==> src/rtl/cmac_prod_accum.sv <==
// CMAC product accumulator: lane reduction, group accumulation with
// saturation, and one valid/ready result per in_last-terminated group.
module cmac_prod_accum #(
  parameter int NUM_MUL = 8,
  parameter int ACC_W   = 48,
  parameter int CNT_W   = 16
) (
  input  logic                   nvdla_core_clk,
  input  logic                   nvdla_core_rst,
  input  logic                   in_valid,
  output logic                   in_ready,
  input  logic [NUM_MUL*32-1:0]  in_prod,
  input  logic [NUM_MUL-1:0]     in_mask,
  input  logic                   in_last,
  output logic                   out_valid,
  input  logic                   out_ready,
  output logic [ACC_W-1:0]       out_sum,
  output logic                   out_ovf,
  output logic [CNT_W-1:0]       out_cnt
);

  // Beat sum is kept exact at its own width so a narrow ACC_W only
  // saturates in the accumulate step, never wraps in the reduction.
  localparam int LW = $clog2(NUM_MUL);
  localparam int SW = 33 + LW;
  localparam int MW = (ACC_W > SW) ? ACC_W : SW;
  localparam int TW = MW + 1;

  localparam logic [ACC_W-1:0] MAX = {1'b0, {(ACC_W-1){1'b1}}};
  localparam logic [ACC_W-1:0] MIN = {1'b1, {(ACC_W-1){1'b0}}};

  logic              adv;
  logic [SW-1:0]     lane_sum;

  logic              s1_valid;
  logic              s1_last;
  logic [SW-1:0]     s1_sum;

  logic [ACC_W-1:0]  acc;
  logic              ovf;
  logic [CNT_W-1:0]  cnt;
  logic              first;

  logic [TW-1:0]     base;
  logic [TW-1:0]     addend;
  logic [TW-1:0]     t;
  logic              in_range;
  logic [ACC_W-1:0]  acc_nxt;
  logic              ovf_nxt;
  logic [CNT_W-1:0]  cnt_nxt;

  assign adv      = !out_valid || out_ready;
  assign in_ready = adv;

  always_comb begin
    lane_sum = '0;
    for (int i = 0; i < NUM_MUL; i++) begin
      if (in_mask[i]) begin
        lane_sum = lane_sum
                 + {{(SW-32){in_prod[32*i+31]}},
                    in_prod[32*i +: 32]};
      end
    end
  end

  always_comb begin
    base     = first ? '0
             : {{(TW-ACC_W){acc[ACC_W-1]}}, acc};
    addend   = {{(TW-SW){s1_sum[SW-1]}}, s1_sum};
    t        = base + addend;
    in_range = (&t[TW-1:ACC_W-1]) | ~(|t[TW-1:ACC_W-1]);
    acc_nxt  = t[ACC_W-1:0];
    if (!in_range) begin
      acc_nxt = t[TW-1] ? MIN : MAX;
    end
    ovf_nxt  = ovf | ~in_range;
    cnt_nxt  = first ? CNT_W'(1) : cnt + CNT_W'(1);
  end

  always_ff @(posedge nvdla_core_clk) begin
    if (nvdla_core_rst) begin
      s1_valid  <= 1'b0;
      s1_last   <= 1'b0;
      s1_sum    <= '0;
      acc       <= '0;
      ovf       <= 1'b0;
      cnt       <= '0;
      first     <= 1'b1;
      out_valid <= 1'b0;
      out_sum   <= '0;
      out_ovf   <= 1'b0;
      out_cnt   <= '0;
    end else if (adv) begin
      s1_valid <= in_valid;
      s1_last  <= in_last;
      s1_sum   <= lane_sum;
      if (s1_valid) begin
        acc   <= acc_nxt;
        cnt   <= cnt_nxt;
        first <= s1_last;
        ovf   <= s1_last ? 1'b0 : ovf_nxt;
      end
      if (s1_valid && s1_last) begin
        out_valid <= 1'b1;
        out_sum   <= acc_nxt;
        out_ovf   <= ovf_nxt;
        out_cnt   <= cnt_nxt;
      end else if (out_valid && out_ready) begin
        out_valid <= 1'b0;
      end
    end
  end

endmodule
==> config.mk <==
export PLATFORM = sky130hd
export DESIGN_NAME = cmac_prod_accum
export DESIGN_NICKNAME = d
export VERILOG_FILES = /design/src/rtl/cmac_prod_accum.sv
export SDC_FILE = /design/constraint.sdc
export NUM_CORES = 1
export LEC_CHECK = 0
export ABC_CLOCK_PERIOD_IN_PS = 31400
export CORE_MARGIN = 2
export CORE_UTILIZATION = 45
export CTS_BUF_LIST = sky130_fd_sc_hd__clkbuf_8
export DETAILED_ROUTE_END_ITERATION = 16
export MAX_ROUTING_LAYER = met4
export PLACE_DENSITY = 0.65
export SLEW_MARGIN = 20
export SYNTH_ARGS = -nofsm -noshare
export SYNTH_HDL_FRONTEND = slang
export SYNTH_SLANG_ARGS = --single-unit
==> constraint.sdc <==
create_clock -name nvdla_core_clk -period 31.4 [get_ports nvdla_core_clk]
set_input_delay 4.71 -clock nvdla_core_clk [delete_from_list [all_inputs] [get_ports nvdla_core_clk]]
set_output_delay 4.71 -clock nvdla_core_clk [all_outputs]
set_load 0.01 [all_outputs]
-- Word level (Yosys, flattened, before mapping)
Cells that the tools add are included.
- word-level logic and storage cells: 49
- register bits: 170
- input bits: 269
- output and inout bits: 67
- bitwise logic cells: 4
- add/subtract/negate cells: 9
- mux-type cells: 15
- reduce and logical (&&, ||, !) cells: 10
- operators by type and width (kind ; number):
    2-to-1 mux 36 bit ; 8
    adder 36 bit ; 7
    2-to-1 mux 48 bit ; 2
    adder 49 bit ; 1
    2-to-1 mux 49 bit ; 1
    adder 16 x 1 -> 16 bit, second input constant ; 1
    2-to-1 mux 16 bit ; 1
    AND reduction 2 bit ; 4
    2-to-1 mux 1 bit ; 3
    logical AND 1 bit ; 2
    NOT 1 bit ; 2
    OR 1 bit ; 2
    nonzero test 2 bit ; 1
    OR reduction 2 bit ; 1
    zero test 1 bit ; 1
    logical OR 1 bit ; 1

-- Logic depth before layout (Yosys ltp)
Gate-level depths: netlist of run 1.
- depth after elaboration: 15
- depth in mapped cells: 76
- mapped depth without buffers: 75

-- Least setup slack after synthesis of run 1
Ideal clock, no wire load.
- kind: input port to flip-flop
- start: input port in_mask[0]
- end: register s1_sum[35]
- cell stages on the path: 68
- data required time: 31.313 ns
- arrival: 17.473 ns
- setup slack: 13.840 ns
- path buffers: 2
- library setup time: 0.087 ns
- cell sequence: buf_6 clkbuf_1 nand2_1 fa_1 nor2b_1 a21oi_1 or2_1 a21boi_0 o21ai_0 mux2_2 nand2_1 ha_1 and2_1 nor3_1 a21oi_1 a21o_1 a21oi_1 xnor2_1 [... 32 more ...] ha_1 and2_1 a22o_1 a311o_1 a21oi_1 xnor2_1 mux2_2 ha_1 and3_1 a221o_1 a21o_1 a221o_1 a221oi_1 mux2i_1 xnor2_1 xnor2_1 xnor3_1 o31ai_1
- word-level cells in the longest chain between the ends: 15
- ends and longest elaborated chain (element ; line ; source):
    from (decl) ; 13 ; input logic [NUM_MUL-1:0] in_mask,
    2-to-1 mux 36 bit (*) ; 58 ; if (in_mask[i]) begin
    adder 36 bit ; 60 ; + {{(SW-32){in_prod[32*i+31]}},
    2-to-1 mux 36 bit (*) ; 58 ;
    adder 36 bit ; 60 ;
    2-to-1 mux 36 bit (*) ; 58 ;
    adder 36 bit ; 60 ;
    2-to-1 mux 36 bit (*) ; 58 ;
    adder 36 bit ; 60 ;
    2-to-1 mux 36 bit (*) ; 58 ;
    adder 36 bit ; 60 ;
    2-to-1 mux 36 bit (*) ; 58 ;
    adder 36 bit ; 60 ;
    2-to-1 mux 36 bit (*) ; 58 ;
    adder 36 bit ; 60 ;
    2-to-1 mux 36 bit (*) ; 58 ;
    to (signal assigned) ; 96 ; s1_sum <= lane_sum;
    to (decl) ; 37 ; logic [SW-1:0] s1_sum;
Every way passes the cells marked *; elsewhere a longest branch is shown, timed or not.
A chain may end at the register's enable or synchronous reset.

-- Worst setup path in the final report of run 1
Ends and elaborated chain as after synthesis.

==> metrics.md, run 1 <==
| Metric | Value |
|---|---|
| Max Clock Freq | between 50 and 60 MHz |
| Clock sink count | 170 |
| Vias/cell | approximately 6 |
| FFs w/ async S/R, synth | 0% |
| Die ar. | around 0.057 mm² |
| Slew margin rel. | roughly a quarter |
| First-pass GRT wire length | approximately 140000 µm |
| Post-synth top cells | nand2_1, a21oi_1, o21ai_0 |
| Worst IR Drop VDD | ~47 µV |
| Fraction of layout cells with a size suffix above 1 | approximately 5.3% |
| Crit path max-delay cell type | a2111oi_1 |
| Mapped Nets | 4031 |
| Setup bufs post-CTS | 0 |
| Worst-Skew Late Latency | 0.51 ns |
| Top cells by area, synth | ha_1, dfxtp_1, a21oi_1 |
| EDFF count, synth | 0 |
| Post-Layout Cell Count | 4411 |
| Tmin final | 19.85 ns |
| CP endpoint kind | flop |
| Fin. max-slew vios | 0 |
| Worst slew pin tran | about 1.1 ns |
| Total power | approximately 0.0025 W |
| Leakage power | about 13 nW |
| Clock Path Buffers | 2 |
| Synth Cell Area | ~0.025 mm² |
| Core area | ~0.055 mm² |
| Area Growth Syn to Fin | 17.0% |
| DP Wirelength | approximately 70000 µm |
| Yosys cell types | 96 |
| Num CTS Buffers | 17 |
| Synth Instances | between 3000 and 4000 |
| DRT Pass-1 Iters | 7 |
| Syn avg cell area | about 7.2 µm² |
| Post-layout instance area | slightly below 0.03 mm² |
| # placed instances | roughly 4400 |
| Status | finished clean |
| Yosys top cell area share | around 15% |
| Ys Warns | 0 |
| Grt total ovfl | 0 |
| GPL Wtd Cong | 0.970 |
| # hold bufs at CTS | 0 |
| Worst Setup SP | in_mask[0] |
| Worst-path clk slew | 0.10 ns |
| CTS tree | done |
| Pin count of the biggest net entering global routing | 70 |
| Starting Density | approximately 45% |
| DP Area | about 0.029 mm² |
| Initial antenna violation count | 5 |
| H-tree levels | 4 |
| Hold path start | acc[39]$_SDFFE_PP0P_ |
| Crit path max fanout | 38 |
| Drc violations | 0 |
| Period utilization | a little over three fifths |
| Port bufs | roughly 340 |
| CP max stage delay | between 0.6 and 0.7 ns |
| Root buffer cell | clkbuf_8 |
| Critical path's top delay family | compound AO/OA/AOI/OAI gates |
| Die H | approximately 240 µm |
| Die X | ~240 µm |
| Synth Register Bits | 170 |
| Vias in the first global route | roughly 25000 |
| Flop2flop setup slack | roughly 26 ns |
| Total track usage | between 30 and 40% |
| Antenna Violating Nets Remaining | 0 |
| Max-cap violation count | 0 |
| DR vias | approximately 26000 |
| Sequential fraction of the synthesis area | between 10% and 20% |
| Buf+Inv Stages, Crit Path | 6 |
| IO Count | roughly 340 |
| RSZ-0062 raised after global routing | no |
| # setup viols final | 0 |
| Arrival time worst endpoint | 20.26 ns |
| Crit Reg-Reg Startpoint | first$_SDFFE_PP1P_ |
| P per Cell Area | 87.5 mW/mm² |
| Yosys top cell by area | ha_1 |
| Count leader, synth | nand2_1 |
| Setup_tns | 0 ns |
| Final nets | 4256 |
| Primary FF master, synth | dfxtp_1 |
| # rows | 86 |
| Routed length per instance | slightly below 20 µm |
| Detailed Route WL | 87100 µm |
| Kind of start point of the critical path | input pin |
| Final hold vios | 0 |
| Iter 0 DRT Violations | ~2100 |
| Layout Utilization | a little over half |
| Post-CTS resize count | 0 |
| Worst clock skew | between 0.015 and 0.02 ns |
| WS Path Type | input pin to flop |
| Hold Crit Class | flop to flop |
| CP Data Required Time | approximately 32 ns |
-- layout make-up --
cell class                      count  area (µm²)
Antenna cell                        7        17.5
Clock buffer                       17         234
Clock inverter                     15         160
Fill cell                        5478       25800
Inverter                          131         492
Multi-Input combinational cell   3012       20300
Sequential cell                   170        3400
Tap cell                          704         881
Timing Repair Buffer              355        3470
-- where the power goes --
part | total [W] | internal (W) | switching, W
Clock | 0.000159 | 0.0000658 | 0.0000929
Sequential | 0.000275 | 0.000249 | 0.0000260
Combinational | 0.00210 | 0.000895 | 0.00121
-- layout by cell type, fill, tap and decap left out, types with 32 or more instances in the layout --
cell type	count
xor2_1	94
and3_1	32
mux2_2	72
nand2_1	394
ha_1	292
dfxtp_1	169
and2_1	36
o21a_1	55
nor2b_1	86
clkdlybuf4s50_1	329
xnor2_1	150
inv_1	128
a31oi_1	39
o21ai_0	314
nor3_1	70
nand4_1	32
nand2b_1	47
nor2_1	252
o21bai_1	42
a21o_1	161
nand3_1	55
a21oi_1	381
-- through the flow --
step                setup slack (ns)  hold slack, ns
floorplan                      13.84           0.417
global placement               11.49           0.427
detailed placement             11.33           0.435
CTS                            11.82           0.457
global route                   10.26           0.481
finish                         11.55           0.452
-- per-layer routing --
layer  vias to the layer above  share of wire (%)  track usage, %
met5                         -                  0               -
met1                     12000                 47            41.3
met3                        99                5.7            2.85
met4                         0                2.4            7.67
met2                       799                 45            49.1
li1                      13100                  -               -
-- cell families after synthesis --
| logic type | count (synthesis) | synth area share (%) |
|---|---|---|
| xor+xnor | 247 | 8.87 |
| compound gates | 1267 | 32.4 |
| buf+inv | 280 | 4.27 |
| fa+ha+maj | 301 | 15.4 |
| flops | 170 | 13.7 |
| mux | 103 | 4.56 |
| simple gates | 1094 | 20.8 |
-- final timing paths --
| check | end | depth (start not counted) |
|---|---|---|
| worst min-delay path | acc[39]$_SDFFE_PP0P_ | 2 |
| worst min register to register | acc[39]$_SDFFE_PP0P_ | 2 |
| worst max-delay path | s1_sum[35]$_SDFFE_PP0N_ | 73 |
| worst max register to register | out_sum[18]$_SDFFE_PP0P_ | 18 |
-- registers in the layout, summed over array words and instances (netlist names), 16 cells and up --
| signal | cells |
|---|---|
| cnt | 16 |
| out_sum | 48 |
| s1_sum | 36 |
| out_cnt | 16 |
| acc | 48 |
-- tightest hold or removal path, stage by stage (launching register included) --
cell,delay (ns)
dfxtp_1,0.33
nand2_1,0.04
o21ai_0,0.05
Power figures use the tool's default switching activity.
==> run 2: changes to the inputs <==
ABC_CLOCK_PERIOD_IN_PS = 20100   (was 31400)
clock period = 20.1 ns   (was 31.4 ns; I/O delays follow)
==> metrics.md, run 2 (synthesized netlist as in run 1, its figures left out) <==
| Metric | Value |
|---|---|
| # setup viols final | 0 (unchanged) |
| Pre-CTS setup slack | 1.69 ns (-9.64 ns) |
| Worst-Skew Late Latency | 0.51 ns (about the same) |
| Crit Reg-Reg Startpoint | first$_SDFFE_PP1P_ |
| H-tree levels | 4 (unchanged) |
| Clock sink count | 170 (unchanged) |
| Clock Path Buffers | 2 (unchanged) |
| Die H | 239 µm (unchanged) |
| Slew margin rel. | 36.1% (+10 points) |
| WS Path Type | input pin to flop |
| Worst IR Drop VDD | 85.4 µV (+83%) |
| Tmin final | roughly 18 ns |
| CTS tree | done |
| DP Wirelength | 70200 µm (+0.22%) |
| CP endpoint kind | flop |
| Hold Crit Class | flop to flop |
| Slack of the critical path | 1.95 ns (-9.60 ns) |
| # placed instances | 4373 (+0.023%) |
| Final hold vios | 0 (unchanged) |
| Worst slew pin tran | 0.946 ns (-0.136 ns) |
| Arrival time worst endpoint | 18.56 ns (-1.70 ns) |
| CP Data Required Time | 20.51 ns (-11.31 ns) |
| Pin count of the biggest net entering global routing | 70 (unchanged) |
| DR vias | 26400 (+1.5%) |
| Vias/cell | 5.97 (+1.4%) |
| CP max stage delay | 0.47 ns (-0.14 ns) |
| Largest registers | acc: 48 flops, out_sum: 48 flops, s1_sum: 36 flops |
| Post-CTS resize count | 0 (unchanged) |
| # rows | 86 (unchanged) |
| Post-Layout Cell Count | 4416 (+0.11%) |
| P per Cell Area | 138 mW/mm² (+57%) |
| First-pass GRT wire length | 136000 µm (+0.69%) |
| Grt total ovfl | 0 (unchanged) |
| Setup_tns | 0 ns (unchanged) |
| Int Pwr | 0.00190 W (+57%) |
| Initial antenna violation count | 9 (+4) |
| Post-layout instance area | 0.0291 mm² (+0.21%) |
| Commonest non-fill, non-tap cell in the layout | nand2_1 |
| Filler Cell Count | 5486 (+0.15%) |
| Port bufs | 335 (unchanged) |
| Switching Share | 52.6% (+0.27 points) |
| Comb pwr share | 82.6% (-0.3 points) |
| Most used cell, CP | ha_1 |
| Status | finished clean |
| Antenna Violating Nets Remaining | 0 (unchanged) |
| Max Clock Freq | 55.1 MHz |
| Clock power share | 6.7% (+0.4 points) |
| Most frequent cells in the layout | nand2_1, a21oi_1, clkdlybuf4s50_1, o21ai_0, ha_1 |
| Fraction of layout cells with a size suffix above 1 | 5.40% (+0.11 points) |
| Die X | 239 µm (unchanged) |
| Total track usage | 30.8% (+0.26 points) |
| Worst-path clk slew | 0.10 ns (about the same) |
| Drc violations | 0 (unchanged) |
| IO Count | 336 (unchanged) |
| Critical path's top delay family | compound AO/OA/AOI/OAI gates |
| # hold bufs at CTS | 0 (unchanged) |
| Worst clock skew | 0.0222 ns (+0.00288 ns) |
| Max-cap violation count | 0 (unchanged) |
| Buf+Inv Stages, Crit Path | 6 (unchanged) |
| DRT Pass-1 Iters | 9 (+2) |
| Iter 0 DRT Violations | 1799 (-16%) |
| Leakage power | 12.6 nW (+0.11%) |
| Vias in the first global route | 24700 (+0.58%) |
| Fin. max-slew vios | 0 (unchanged) |
| Setup bufs post-CTS | 0 (unchanged) |
| Crit path max fanout | 38 (unchanged) |
| Reg power frac | 10.7% (about the same) |
| DP Area | 0.0286 mm² (about the same) |
| Worst Setup SP | in_mask[0] |
| Num CTS Buffers | 17 (unchanged) |
| Final nets | 4257 (+0.023%) |
| Root buffer cell | clkbuf_8 |
| Routed length per instance | 19.9 µm (+0.67%) |
| Kind of start point of the critical path | input pin |
| RSZ-0062 raised after global routing | no |
| Period utilization | 90.3% |
| P_sw | 0.00211 W (+58%) |
| Area Growth Syn to Fin | 17.3% |
| Hold path start | acc[40]$_SDFFE_PP0P_ |
| Starting Density | 45.3% (unchanged) |
| Detailed Route WL | 87800 µm (+0.78%) |
| Crit path max-delay cell type | a31oi_1 |
| Core area | 0.0548 mm² (unchanged) |
| GPL Wtd Cong | 0.987 (+1.8%) |
| Die ar. | 0.0570 mm² (unchanged) |
==> run 2: stage by stage <==
stage	power, W	hold slack, ns	util [%]
finish	0.00400	0.454	53.1
global route	0.00436	0.479	53.1
CTS	0.00395	0.459	53.0
detailed placement	0.00367	0.434	52.2
global placement	0.00366	0.426	52.2
floorplan	0.00289	0.417	-
==> run 2: layer usage <==
layer | up-vias | routed length, µm | global-route usage (%)
met4 | 0 | 2210 | 7.86
met2 | 804 | 39800 | 49.1
li1 | 13100 | - | -
met5 | - | 0 | -
met3 | 95 | 4820 | 3.06
met1 | 12400 | 40900 | 41.8
==> run 2: worst register-to-register path: stages (launching register included) <==
cell and delay, ns:
dfxtp_2 0.32, buf_4 0.35, nor2b_1 0.25, ha_1 0.18
inv_1 0.05, fa_1 0.40, nor2b_1 0.12, o21ai_0 0.10
a21oi_1 0.24, o21ai_1 0.17, a21o_1 0.19, o21ai_1 0.25
a221oi_2 0.15, o41ai_1 0.79, and3_1 0.29, o22ai_2 0.25
nor2_2 0.49, buf_4 0.46, nor2_1 0.22, o21ai_0 0.20
==> run 2: worst paths after layout <==
| path | end | slack [ns] | cells after the start |
|---|---|---|---|
| worst max-delay path | s1_sum[35]$_SDFFE_PP0N_ | 1.95 | 69 |
| worst min-delay path | acc[40]$_SDFFE_PP0P_ | 0.45 | 2 |
| worst max register to register | out_sum[18]$_SDFFE_PP0P_ | 14.53 | 19 |
| worst min register to register | acc[40]$_SDFFE_PP0P_ | 0.45 | 2 |
==> run 2: power by group through the flow <==
stage / Sequential, W / Combinational, W / Clock [W]
2_1_floorplan: 0.000419 / 0.00248 / 0
3_3_place_gp: 0.000437 / 0.00323 / 0
3_5_place_dp: 0.000437 / 0.00323 / 0
4_1_cts: 0.000430 / 0.00325 / 0.000273
5_1_grt: 0.000434 / 0.00364 / 0.000288
6_report: 0.000429 / 0.00330 / 0.000268
==> run 2: final cells by class <==
cell class | count | area (µm²) | area share (%)
repair buffers | 356 | 3480 | 12.0
multi-input cells | 3012 | 20300 | 70.0
inverters | 131 | 492 | 1.69
well taps | 704 | 881 | 3.03
clock inverters | 15 | 201 | 0.693
flip-flops and latches | 170 | 3400 | 11.7
diodes | 11 | 27.5 | 0.0947
clock buffers | 17 | 234 | 0.805
==> run 3: changes to the inputs <==
CAP_MARGIN = 20   (was default)
CELL_PAD_IN_SITES_DETAIL_PLACEMENT = 2   (was default)
CELL_PAD_IN_SITES_GLOBAL_PLACEMENT = 2   (was default)
CORE_UTILIZATION = 33   (was 45)
PLACE_DENSITY = 0.82   (was 0.65)
SLEW_MARGIN = 40   (was 20)
==> metrics.md, run 3 (synthesized netlist as in run 1, its figures left out) <==
| Metric | Value |
|---|---|
| Status | finished clean |
| Final nets | 4263 (+0.14%) |
| Setup bufs post-CTS | 0 (unchanged) |
| CP Data Required Time | 20.52 ns (about the same) |
| Iter 0 DRT Violations | 1296 (-28%) |
| CP endpoint kind | flop |
| Layout Utilization | 39.6% (-14 points) |
| Root buffer cell | clkbuf_8 |
| IO Count | 336 (unchanged) |
| CP max stage delay | 0.79 ns (+0.32 ns) |
| Filler Cell Count | 8787 (+60%) |
| Detailed Route WL | 109000 µm (+25%) |
| Largest registers | acc: 48 flops, out_sum: 48 flops, s1_sum: 36 flops |
| Worst Setup SP | in_mask[0] |
| Hold Crit Class | flop to flop |
| Crit path max-delay cell type | a2111oi_1 |
| Most used cell, CP | ha_1 |
| First-pass GRT wire length | 168000 µm (+24%) |
| Tmin final | 18.89 ns (+0.744 ns) |
| Area Growth Syn to Fin | 18.8% |
| Slack of the critical path | 1.21 ns (-0.744 ns) |
| Kind of start point of the critical path | input pin |
| DRT Pass-1 Iters | 5 (-4) |
| CTS tree | done |
| Antenna Violating Nets Remaining | 0 (unchanged) |
| H-tree levels | 4 (unchanged) |
| DP Wirelength | 89200 µm (+27%) |
| Die X | 278 µm (+16%) |
| Num CTS Buffers | 17 (unchanged) |
| Slew margin rel. | 37.5% (+1.4 points) |
| Clock Path Buffers | 2 (unchanged) |
| Hold path start | acc[32]$_SDFFE_PP0P_ |
| Worst-path clk slew | 0.10 ns (about the same) |
| Post-CTS resize count | 0 (unchanged) |
| Comb pwr share | 83.4% (+0.8 points) |
| RSZ-0062 raised after global routing | no |
| Total power | 0.00413 W (+3.1%) |
| Buf+Inv Stages, Crit Path | 6 (unchanged) |
| # hold bufs at CTS | 0 (unchanged) |
| # setup viols final | 0 (unchanged) |
| Clock sink count | 170 (unchanged) |
| Max Clock Freq | 52.9 MHz (-3.9%) |
| Crit Reg-Reg Startpoint | first$_SDFFE_PP1P_ |
| Switching Share | 53.9% (+1.2 points) |
| Grt total ovfl | 0 (unchanged) |
| Worst slew pin tran | 0.934 ns (-0.0120 ns) |
| Die ar. | 0.0773 mm² (+36%) |
| Commonest non-fill, non-tap cell in the layout | nand2_1 |
| Setup_tns | 0 ns (unchanged) |
| Int Pwr | 0.00190 W (+0.43%) |
| Critical path's top delay family | compound AO/OA/AOI/OAI gates |
| Arrival time worst endpoint | 19.31 ns (+0.75 ns) |
| P per Cell Area | 140 mW/mm² (+1.8%) |
| DR vias | 27300 (+3.4%) |
| Fraction of layout cells with a size suffix above 1 | 5.64% (+0.24 points) |
| Crit path max fanout | 38 (unchanged) |
| WS Path Type | input pin to flop |
| Routed length per instance | 23.4 µm (+18%) |
| Clock power share | 6.0% (-0.7 points) |
| Worst-Skew Late Latency | 0.51 ns (about the same) |
| P_sw | 0.00222 W (+5.6%) |
| Vias/cell | 5.82 (-2.6%) |
| # rows | 100 (+16%) |
| Initial antenna violation count | 9 (unchanged) |
| Fin. max-slew vios | 0 (unchanged) |
| Port bufs | 335 (unchanged) |
| Period utilization | 94.0% (+3.7 points) |
| Pre-CTS setup slack | 0.937 ns (-0.756 ns) |
| Starting Density | 33.3% (-12 points) |
| GPL Wtd Cong | 0.936 (-5.2%) |
| Most frequent cells in the layout | nand2_1, a21oi_1, clkdlybuf4s50_1, o21ai_0, ha_1 |
| Worst IR Drop VDD | 58.2 µV (-32%) |
| Final hold vios | 0 (unchanged) |
| Reg power frac | 10.6% (about the same) |
| Total track usage | 28.3% (-2.5 points) |
| Worst clock skew | 0.0189 ns (-0.00328 ns) |
| Core area | 0.0744 mm² (+36%) |
| Pin count of the biggest net entering global routing | 70 (unchanged) |
| Max-cap violation count | 0 (unchanged) |
| Leakage power | 12.6 nW (+0.27%) |
| Vias in the first global route | 29200 (+18%) |
| Drc violations | 0 (unchanged) |
| Die H | 278 µm (+16%) |
-- run 3: cell count changes in the layout (fill, tap and decap cells not counted), moves of 2 or more --
| cell | delta |
|---|---|
| buf_16 | +2 |
| clkinv_2 | +3 |
| inv_1 | +2 |
| inv_6 | +3 |
| clkinv_8 | -4 |
| inv_8 | -4 |
| buf_4 | +2 |
-- run 3: routing by layer --
| metal | vias to the layer above | routed length (µm) | global-route usage (%) |
|---|---|---|---|
| met5 | - | 0 | - |
| met2 | 495 | 52700 | 48.3 |
| met1 | 13500 | 49400 | 34.8 |
| li1 | 13100 | - | - |
| met3 | 165 | 3580 | 2.90 |
| met4 | 0 | 3820 | 9.49 |
-- run 3: final timing paths --
path | endpoint | slack (ns) | cells after the start
hold reg to reg | acc[32]$_SDFFE_PP0P_ | 0.46 | 2
setup reg to reg | out_sum[39]$_SDFFE_PP0P_ | 14.84 | 19
setup / recovery | s1_sum[35]$_SDFFE_PP0N_ | 1.21 | 73
hold / removal | acc[32]$_SDFFE_PP0P_ | 0.46 | 2
-- run 3: per-stage QoR --
stage,cell area (µm²),hold slack (ns),std cells
after floorplan,24800,0.417,3462
after global placement,28900,0.426,4640
after detailed placement,29000,0.439,4643
after CTS,29400,0.463,4674
after global routing,29400,0.489,4683
final,29400,0.460,4685
-- run 3: power by group through the flow --
stage	logic (W)	clock network (W)	registers, W
final	0.00344	0.000249	0.000435
after global routing	0.00380	0.000265	0.000440
after CTS	0.00342	0.000255	0.000438
after detailed placement	0.00339	0	0.000445
after global placement	0.00329	0	0.000444
after floorplan	0.00248	0	0.000419
-- run 3: worst register-to-register path, cell delays in order (launching register included) --
cell and delay [ns]:
dfxtp_4 0.46, nor2b_1 0.16, ha_1 0.18, inv_1 0.06, fa_1 0.41, nor2b_1 0.13
o21ai_0 0.11, a21oi_1 0.24, o21ai_1 0.19, a21o_1 0.21, o21ai_1 0.25, a221oi_2 0.16
o41ai_1 0.71, and3_1 0.31, o22ai_2 0.07, buf_4 0.22, nor2_2 0.33, buf_4 0.48
nor2_1 0.18, o21ai_0 0.30
-- run 3: layout make-up --
cell class | instances | area [µm²] | area share (%)
inverter | 131 | 492 | 1.67
clock buffer | 18 | 248 | 0.841
multi-input combinational | 3012 | 20400 | 69.2
sequential | 170 | 3410 | 11.6
clock inverter | 13 | 119 | 0.404
antenna | 10 | 25.0 | 0.0850
tap | 969 | 1210 | 4.12
timing repair buffer | 362 | 3580 | 12.2
